===== config.mk =====
export PLATFORM = sky130hd
export DESIGN_NAME = muldiv_ctrl_flat
export DESIGN_NICKNAME = d
export VERILOG_FILES = /design/src/rtl/muldiv_ctrl_pkg.sv /design/src/rtl/muldiv_ctrl_if.sv /design/src/rtl/muldiv_ctrl_div_iter.sv /design/src/rtl/muldiv_ctrl.sv /design/src/flat_wrapper.sv
export SDC_FILE = /design/constraint.sdc
export NUM_CORES = 2
export LEC_CHECK = 0
export BUFFER_PORTS_ARGS = -buffer_cell sky130_fd_sc_hd__buf_4
export CAP_MARGIN = 20
export CORE_MARGIN = 1
export CORE_UTILIZATION = 55
export CTS_CLUSTER_SIZE = 24
export DETAILED_ROUTE_END_ITERATION = 16
export PLACE_DENSITY = 0.71
export SLEW_MARGIN = 20
export SYNTH_ARGS = -nofsm -noshare
export SYNTH_HDL_FRONTEND = slang
export SYNTH_SLANG_ARGS = --single-unit

===== constraint.sdc =====
create_clock -name clk -period 8.2 [get_ports clk]
set_clock_uncertainty 0.2 [all_clocks]
set_input_delay 1.23 -clock clk [delete_from_list [all_inputs] [get_ports clk]]
set_output_delay 1.23 -clock clk [all_outputs]
set_load 0.01 [all_outputs]

===== src/rtl/muldiv_ctrl_pkg.sv =====
// muldiv_ctrl_pkg: shared HI/LO unit widths, op encodings and FSM states
package muldiv_ctrl_pkg;
  localparam int MD_WIDTH = 32;
  localparam int MD_DIV_ITER = 32;
  typedef enum logic [1:0] {MD_MULT = 2'b00, MD_MULTU = 2'b01, MD_DIV = 2'b10, MD_DIVU = 2'b11} md_op_e;
  typedef enum logic [1:0] {ST_IDLE = 2'b00, ST_MUL = 2'b01, ST_DIV = 2'b10, ST_DONE = 2'b11} md_state_e;
endpackage


===== src/rtl/muldiv_ctrl_if.sv =====
// muldiv_ctrl_if: EX-stage mult/div request and HI/LO result bundle
interface muldiv_ctrl_if #(parameter int WIDTH = 32);
  logic start;
  logic [1:0] op;
  logic [WIDTH-1:0] a;
  logic [WIDTH-1:0] b;
  logic cancel;
  logic stall_o;
  logic done;
  logic [WIDTH-1:0] hi_o;
  logic [WIDTH-1:0] lo_o;
  modport master (output start, op, a, b, cancel, input stall_o, done, hi_o, lo_o);
  modport slave (input start, op, a, b, cancel, output stall_o, done, hi_o, lo_o);
endinterface


===== src/rtl/muldiv_ctrl_div_iter.sv =====
// div_iter: one restoring shift/subtract step of {rem,quot} against the divisor
module div_iter #(
  parameter int WIDTH = 32
) (
  input  logic [2*WIDTH-1:0] rq,
  input  logic [WIDTH-1:0]   dv,
  output logic [2*WIDTH-1:0] nxt
);
  logic [WIDTH:0] top;
  logic [WIDTH-1:0] rem;
  logic ge;
  always_comb begin
    top = rq[2*WIDTH-1:WIDTH-1];
    ge = top >= {1'b0, dv};
    rem = top[WIDTH-1:0] - dv;
    nxt = ge ? {rem, rq[WIDTH-2:0], 1'b1} : {rq[2*WIDTH-2:0], 1'b0};
  end
endmodule


===== src/rtl/muldiv_ctrl.sv =====
// muldiv_ctrl: sequences 2-cycle multiply and 32-step restoring divide into HI/LO
module muldiv_ctrl
  import muldiv_ctrl_pkg::*;
#(
  parameter int WIDTH = MD_WIDTH,
  parameter int DIV_ITER = MD_DIV_ITER
) (
  input logic clk,
  input logic rst,
  muldiv_ctrl_if.slave bus
);
  localparam int CW = $clog2(DIV_ITER);
  localparam logic [CW-1:0] LAST = CW'(DIV_ITER - 1);
  md_state_e state;
  logic [WIDTH-1:0] ma, mb, dv, abs_a, abs_b, q, r;
  logic [2*WIDTH-1:0] rq, rq_nxt, pa, pb, prod;
  logic [CW-1:0] cnt;
  logic sgn, neg_q, neg_r, done_r, is_signed;
  div_iter #(.WIDTH(WIDTH)) u_iter (.rq(rq), .dv(dv), .nxt(rq_nxt));
  always_comb begin
    is_signed = ~bus.op[0];
    abs_a = is_signed & bus.a[WIDTH-1] ? -bus.a : bus.a;
    abs_b = is_signed & bus.b[WIDTH-1] ? -bus.b : bus.b;
    pa = {{WIDTH{sgn & ma[WIDTH-1]}}, ma};
    pb = {{WIDTH{sgn & mb[WIDTH-1]}}, mb};
    prod = pa * pb;
    q = neg_q ? -rq_nxt[WIDTH-1:0] : rq_nxt[WIDTH-1:0];
    r = neg_r ? -rq_nxt[2*WIDTH-1:WIDTH] : rq_nxt[2*WIDTH-1:WIDTH];
    bus.stall_o = bus.start & (state != ST_DONE) & ~bus.cancel & ~rst;
    bus.done = done_r & ~bus.cancel;
  end
  always_ff @(posedge clk) begin
    if (rst) begin
      state <= ST_IDLE;
      done_r <= 1'b0;
      bus.hi_o <= '0;
      bus.lo_o <= '0;
      ma <= '0;
      mb <= '0;
      dv <= '0;
      rq <= '0;
      cnt <= '0;
      sgn <= 1'b0;
      neg_q <= 1'b0;
      neg_r <= 1'b0;
    end else if (bus.cancel) begin
      state <= ST_IDLE;
      done_r <= 1'b0;
    end else begin
      case (state)
        ST_IDLE: if (bus.start) begin
          if (!bus.op[1]) begin
            ma <= bus.a;
            mb <= bus.b;
            sgn <= is_signed;
            state <= ST_MUL;
          end else if (bus.b == '0) begin
            bus.hi_o <= bus.a;
            bus.lo_o <= '1;
            done_r <= 1'b1;
            state <= ST_DONE;
          end else begin
            dv <= abs_b;
            rq <= {{WIDTH{1'b0}}, abs_a};
            neg_r <= is_signed & bus.a[WIDTH-1];
            neg_q <= is_signed & (bus.a[WIDTH-1] ^ bus.b[WIDTH-1]);
            cnt <= '0;
            state <= ST_DIV;
          end
        end
        ST_MUL: begin
          {bus.hi_o, bus.lo_o} <= prod;
          done_r <= 1'b1;
          state <= ST_DONE;
        end
        ST_DIV: begin
          rq <= rq_nxt;
          cnt <= cnt + 1'b1;
          if (cnt == LAST) begin
            bus.hi_o <= r;
            bus.lo_o <= q;
            done_r <= 1'b1;
            state <= ST_DONE;
          end
        end
        default: begin
          done_r <= 1'b0;
          state <= ST_IDLE;
        end
      endcase
    end
  end
endmodule


===== src/flat_wrapper.sv =====
// flat-port wrapper written by rule: the top's interface ports become plain ports
module muldiv_ctrl_flat import muldiv_ctrl_pkg::*;
#(
  parameter int WIDTH = MD_WIDTH,
  parameter int DIV_ITER = MD_DIV_ITER
)
  (clk, rst, bus_start, bus_op, bus_a, bus_b, bus_cancel, bus_stall_o, bus_done, bus_hi_o, bus_lo_o);
  muldiv_ctrl_if #(.WIDTH(WIDTH)) bus_i ();
  input logic clk;
  input logic rst;
  input wire logic [$bits(bus_i.start)-1:0] bus_start;
  input wire logic [$bits(bus_i.op)-1:0] bus_op;
  input wire logic [$bits(bus_i.a)-1:0] bus_a;
  input wire logic [$bits(bus_i.b)-1:0] bus_b;
  input wire logic [$bits(bus_i.cancel)-1:0] bus_cancel;
  output wire logic [$bits(bus_i.stall_o)-1:0] bus_stall_o;
  output wire logic [$bits(bus_i.done)-1:0] bus_done;
  output wire logic [$bits(bus_i.hi_o)-1:0] bus_hi_o;
  output wire logic [$bits(bus_i.lo_o)-1:0] bus_lo_o;
  assign bus_i.start = bus_start;
  assign bus_i.op = bus_op;
  assign bus_i.a = bus_a;
  assign bus_i.b = bus_b;
  assign bus_i.cancel = bus_cancel;
  assign bus_stall_o = bus_i.stall_o;
  assign bus_done = bus_i.done;
  assign bus_hi_o = bus_i.hi_o;
  assign bus_lo_o = bus_i.lo_o;
  muldiv_ctrl #(.WIDTH(WIDTH), .DIV_ITER(DIV_ITER)) u_core (.clk(clk), .rst(rst), .bus(bus_i));
endmodule

==> results.yml <==
status:
  status: "complete, no violations"
die:
  io_pins: 136
  coreArea_sq_mm: 0.0949
  chipHeight_um: 311
  initial_core_util: 0.555
  die_x_um: 311
  core.rowCount: 113
  die_area_sq_mm: 0.0969
placed_design:
  dpl.hpwl_mm: 127
  placedInstanceArea_sq_mm: 0.0577
  port_buffers: 135
  globalplace.congestion: 0.971
  dpl.cell_count: 7623
critical_path:
  cp-end-kind: "flop"
  worstPathMaxFanout: 8
  critPathMostFrequentCell: "fa_1"
  ff2ff_path_depth: 28
  critical-path-slowest-cell: "fa_2"
  critical_path.startpoint: "u_core.ma[11]"
  slowest_delay_ns: 0.64
  critical_path_arrival_ns: 8.42
  critPathKind: "reg2reg"
  worst_r2r_startpoint: "u_core.ma[11]"
  cp_data_required_time_ns: 8.47
  timing.critical_path.from_type: "flop"
  r2r_setup_slack_ns: 0.05
  r2r-end: "u_core.bus.hi_o[27]"
worst_hold_path:
  holdCritStartpoint: "u_core.dv[26]"
  min_path_cells: 2
  hold_class: "reg2reg"
  min_delay_worst_endpoint: "u_core.dv[26]"
sta:
  timing_worst_slew_pin_value_ns: 1.12
  min_period_over_period: 0.994
  totalNegativeSetupSlack_ns: 0
  rsz_0062_raised_after_global_routing: "true"
  finalMaxSlewViolations: 0
  timing_hold_violations_final: 0
  fin_hold_ws_ns: 0.257
  report.final.setup_viol: 0
  min_period_ns: 8.15
  max_clock_freq_mhz: 123
  maxSlewHeadroom: 0.251
yosys:
  synth_largest_area_cell: "fa_1"
  synthesis.area_sq_mm: 0.0526
  synth_enable_flop_cells: 0
  synth_warn: 0
  avgSynthCellArea_sq_um: 8.51
  synthMostInstantiatedCell: "inv_1"
  yosys_most_used_dff: "dfxtp_1"
  yosys.area.top_type_share: 0.428
  yosys.cell_types.count: 93
  synth_fp_nets: 7632
  ys_top_cells_by_count: "inv_1 (1188), fa_1 (1126), nand2_1 (1071)"
  syn_inst: 6181
  synth.area.top_cells: "fa_1 (43%), dfxtp_1 (8.9%), inv_1 (8.5%), nand2_1 (7.6%), ha_1 (6.1%)"
  postSynthRegisterBits: 235
  async_reset_ff_frac: 0
  yosysSeqAreaShare: 0.0894
route:
  ant_nets: 0
  drt-initial-drc-count: 3577
  detailedRoute.firstPassIterationCount: 6
  routed_wire_length_per_instance_um: 20.6
  vias_per_cell: 5.67
  drcViolationCount: 0
  detailroute.via_count: 43700
  totalWireLength_mm: 159
final_layout:
  finish.instance_area_sq_mm: 0.0602
  syn2layout_area_growth_pct: 14.4
  post_route_non_filler_standard_cell_count: 7721
  fin_util: 0.634
  final_layout_size_suffix_gt1_frac: 0.141
  finalNetCount: 7886
clock_network:
  clock_insertion_delay_worst_skew_ns: 0.58
  cts.hold.buffers_added: 0
  tritoncts: "built"
  worst_setup_hold_path_clk_slew_ns: 0.07
  cts_root_buffer: "clkbuf_16"
  cts-htree-levels: 1
  cts-buffers-inserted: 27
  cts_buffer_depth: 3
  cts.sink_count: 235
power:
  power-per-cell-area_mw_per_mm2: 64.7
  p_leak_nw: 28.3
  vdd_drop_max_uv: 125
global_routing:
  largest_net_degree_at_the_start_of_global_routing: 81
  first_global_vias: 45100
  grt-ovfl-total: 0
  grt_first_pass_wirelength_mm: 249
  grt_antenna_before_repair: 2
  grt_usage: 0.326
job:
  cap_viol_max_count: 0
[final cells by class]
type / count / area, sq um
tap: 1265 / 1580
inverter: 1189 / 4470
fill: 7950 / 34700
multi-input combinational: 4381 / 42800
timing repair buffer: 601 / 5600
antenna: 1 / 2.50
clock buffer: 36 / 769
sequential: 235 / 4800
clock inverter: 13 / 133
[per-layer routing]
metal / vias to the layer above / wire, um / track usage
met4: 2 / 8490 / 0.134
met3: 415 / 10900 / 0.0343
met1: 22200 / 61500 / 0.429
met2: 1756 / 78400 / 0.551
li1: 19400 / - / -
met5: - / 13 / 0
[power by group]
part / internal, W / switching [W]
clock: 0.000722 / 0.000554
sequential: 0.00118 / 0.0000483
combinational: 0.000514 / 0.000876
total: 0.00241 / 0.00148
[worst max-delay path by stage]
stage                                      to  slack [ns]
final                     u_core.bus.hi_o[27]        0.05
after global routing      u_core.bus.hi_o[29]       -0.13
after CTS                 u_core.bus.hi_o[28]       -0.03
after detailed placement  u_core.bus.hi_o[28]       -0.33
after global placement    u_core.bus.hi_o[28]       -0.17
after floorplan           u_core.bus.hi_o[31]        0.03
[worst max-delay path: cells and delay by family (launching register included)]
family,cells,cell delay [ns]
flops,1,0.38
simple gates,7,1.37
compound gates,2,0.34
xor+xnor,1,0.18
fa+ha+maj,9,4.45
buf+inv,9,1.09
[flip-flops by register name, indices dropped and copies added (netlist names)]
register         count
u_core.cnt           5
u_core.state         2
u_core.neg_q         1
u_core.bus.lo_o     32
u_core.rq           64
u_core.mb           32
u_core.neg_r         1
u_core.done_r        1
u_core.sgn           1
u_core.bus.hi_o     32
u_core.ma           32
u_core.dv           32
[cells in the final DEF, fill, tap and decap left out, types with 72 or more instances in the layout]
| cell type | n |
|---|---|
| o21ai_0 | 130 |
| nand2_1 | 1062 |
| inv_1 | 1150 |
| fa_1 | 1096 |
| xnor2_1 | 129 |
| xor2_1 | 72 |
| nor2_1 | 236 |
| buf_4 | 482 |
| and2_1 | 346 |
| dfxtp_1 | 198 |
| ha_1 | 231 |
| a21oi_1 | 241 |
[through the flow]
| stage | total power, W | worst slack [ns] |
|---|---|---|
| finish | 0.00389 | 0.0492 |
| floorplan | 0.00204 | 0.0257 |
| global route | 0.00404 | -0.131 |
| global placement | 0.00255 | -0.166 |
| CTS | 0.00382 | -0.0291 |
| detailed placement | 0.00256 | -0.332 |
[cells by family (layout without fill, tap and decap cells)]
kind of cell,Yosys count,after routing,share of synthesized area
flops,235,235,0.0894
xor+xnor,203,203,0.0338
buf+inv,1565,1839,0.112
simple gates,2003,2003,0.175
fa+ha+maj,1381,1381,0.489
other cells,0,1,0
compound gates,761,761,0.0938
mux,33,33,0.00637
[what timing repair did]
item	4_1_cts	5_1_grt
buffers inserted	5	38
setup endpoints to repair	24	30
gates resized for setup	76	233
gates cloned	0	8
pin swaps	39	132
No activity file was read; power rests on OpenSTA's default activity.
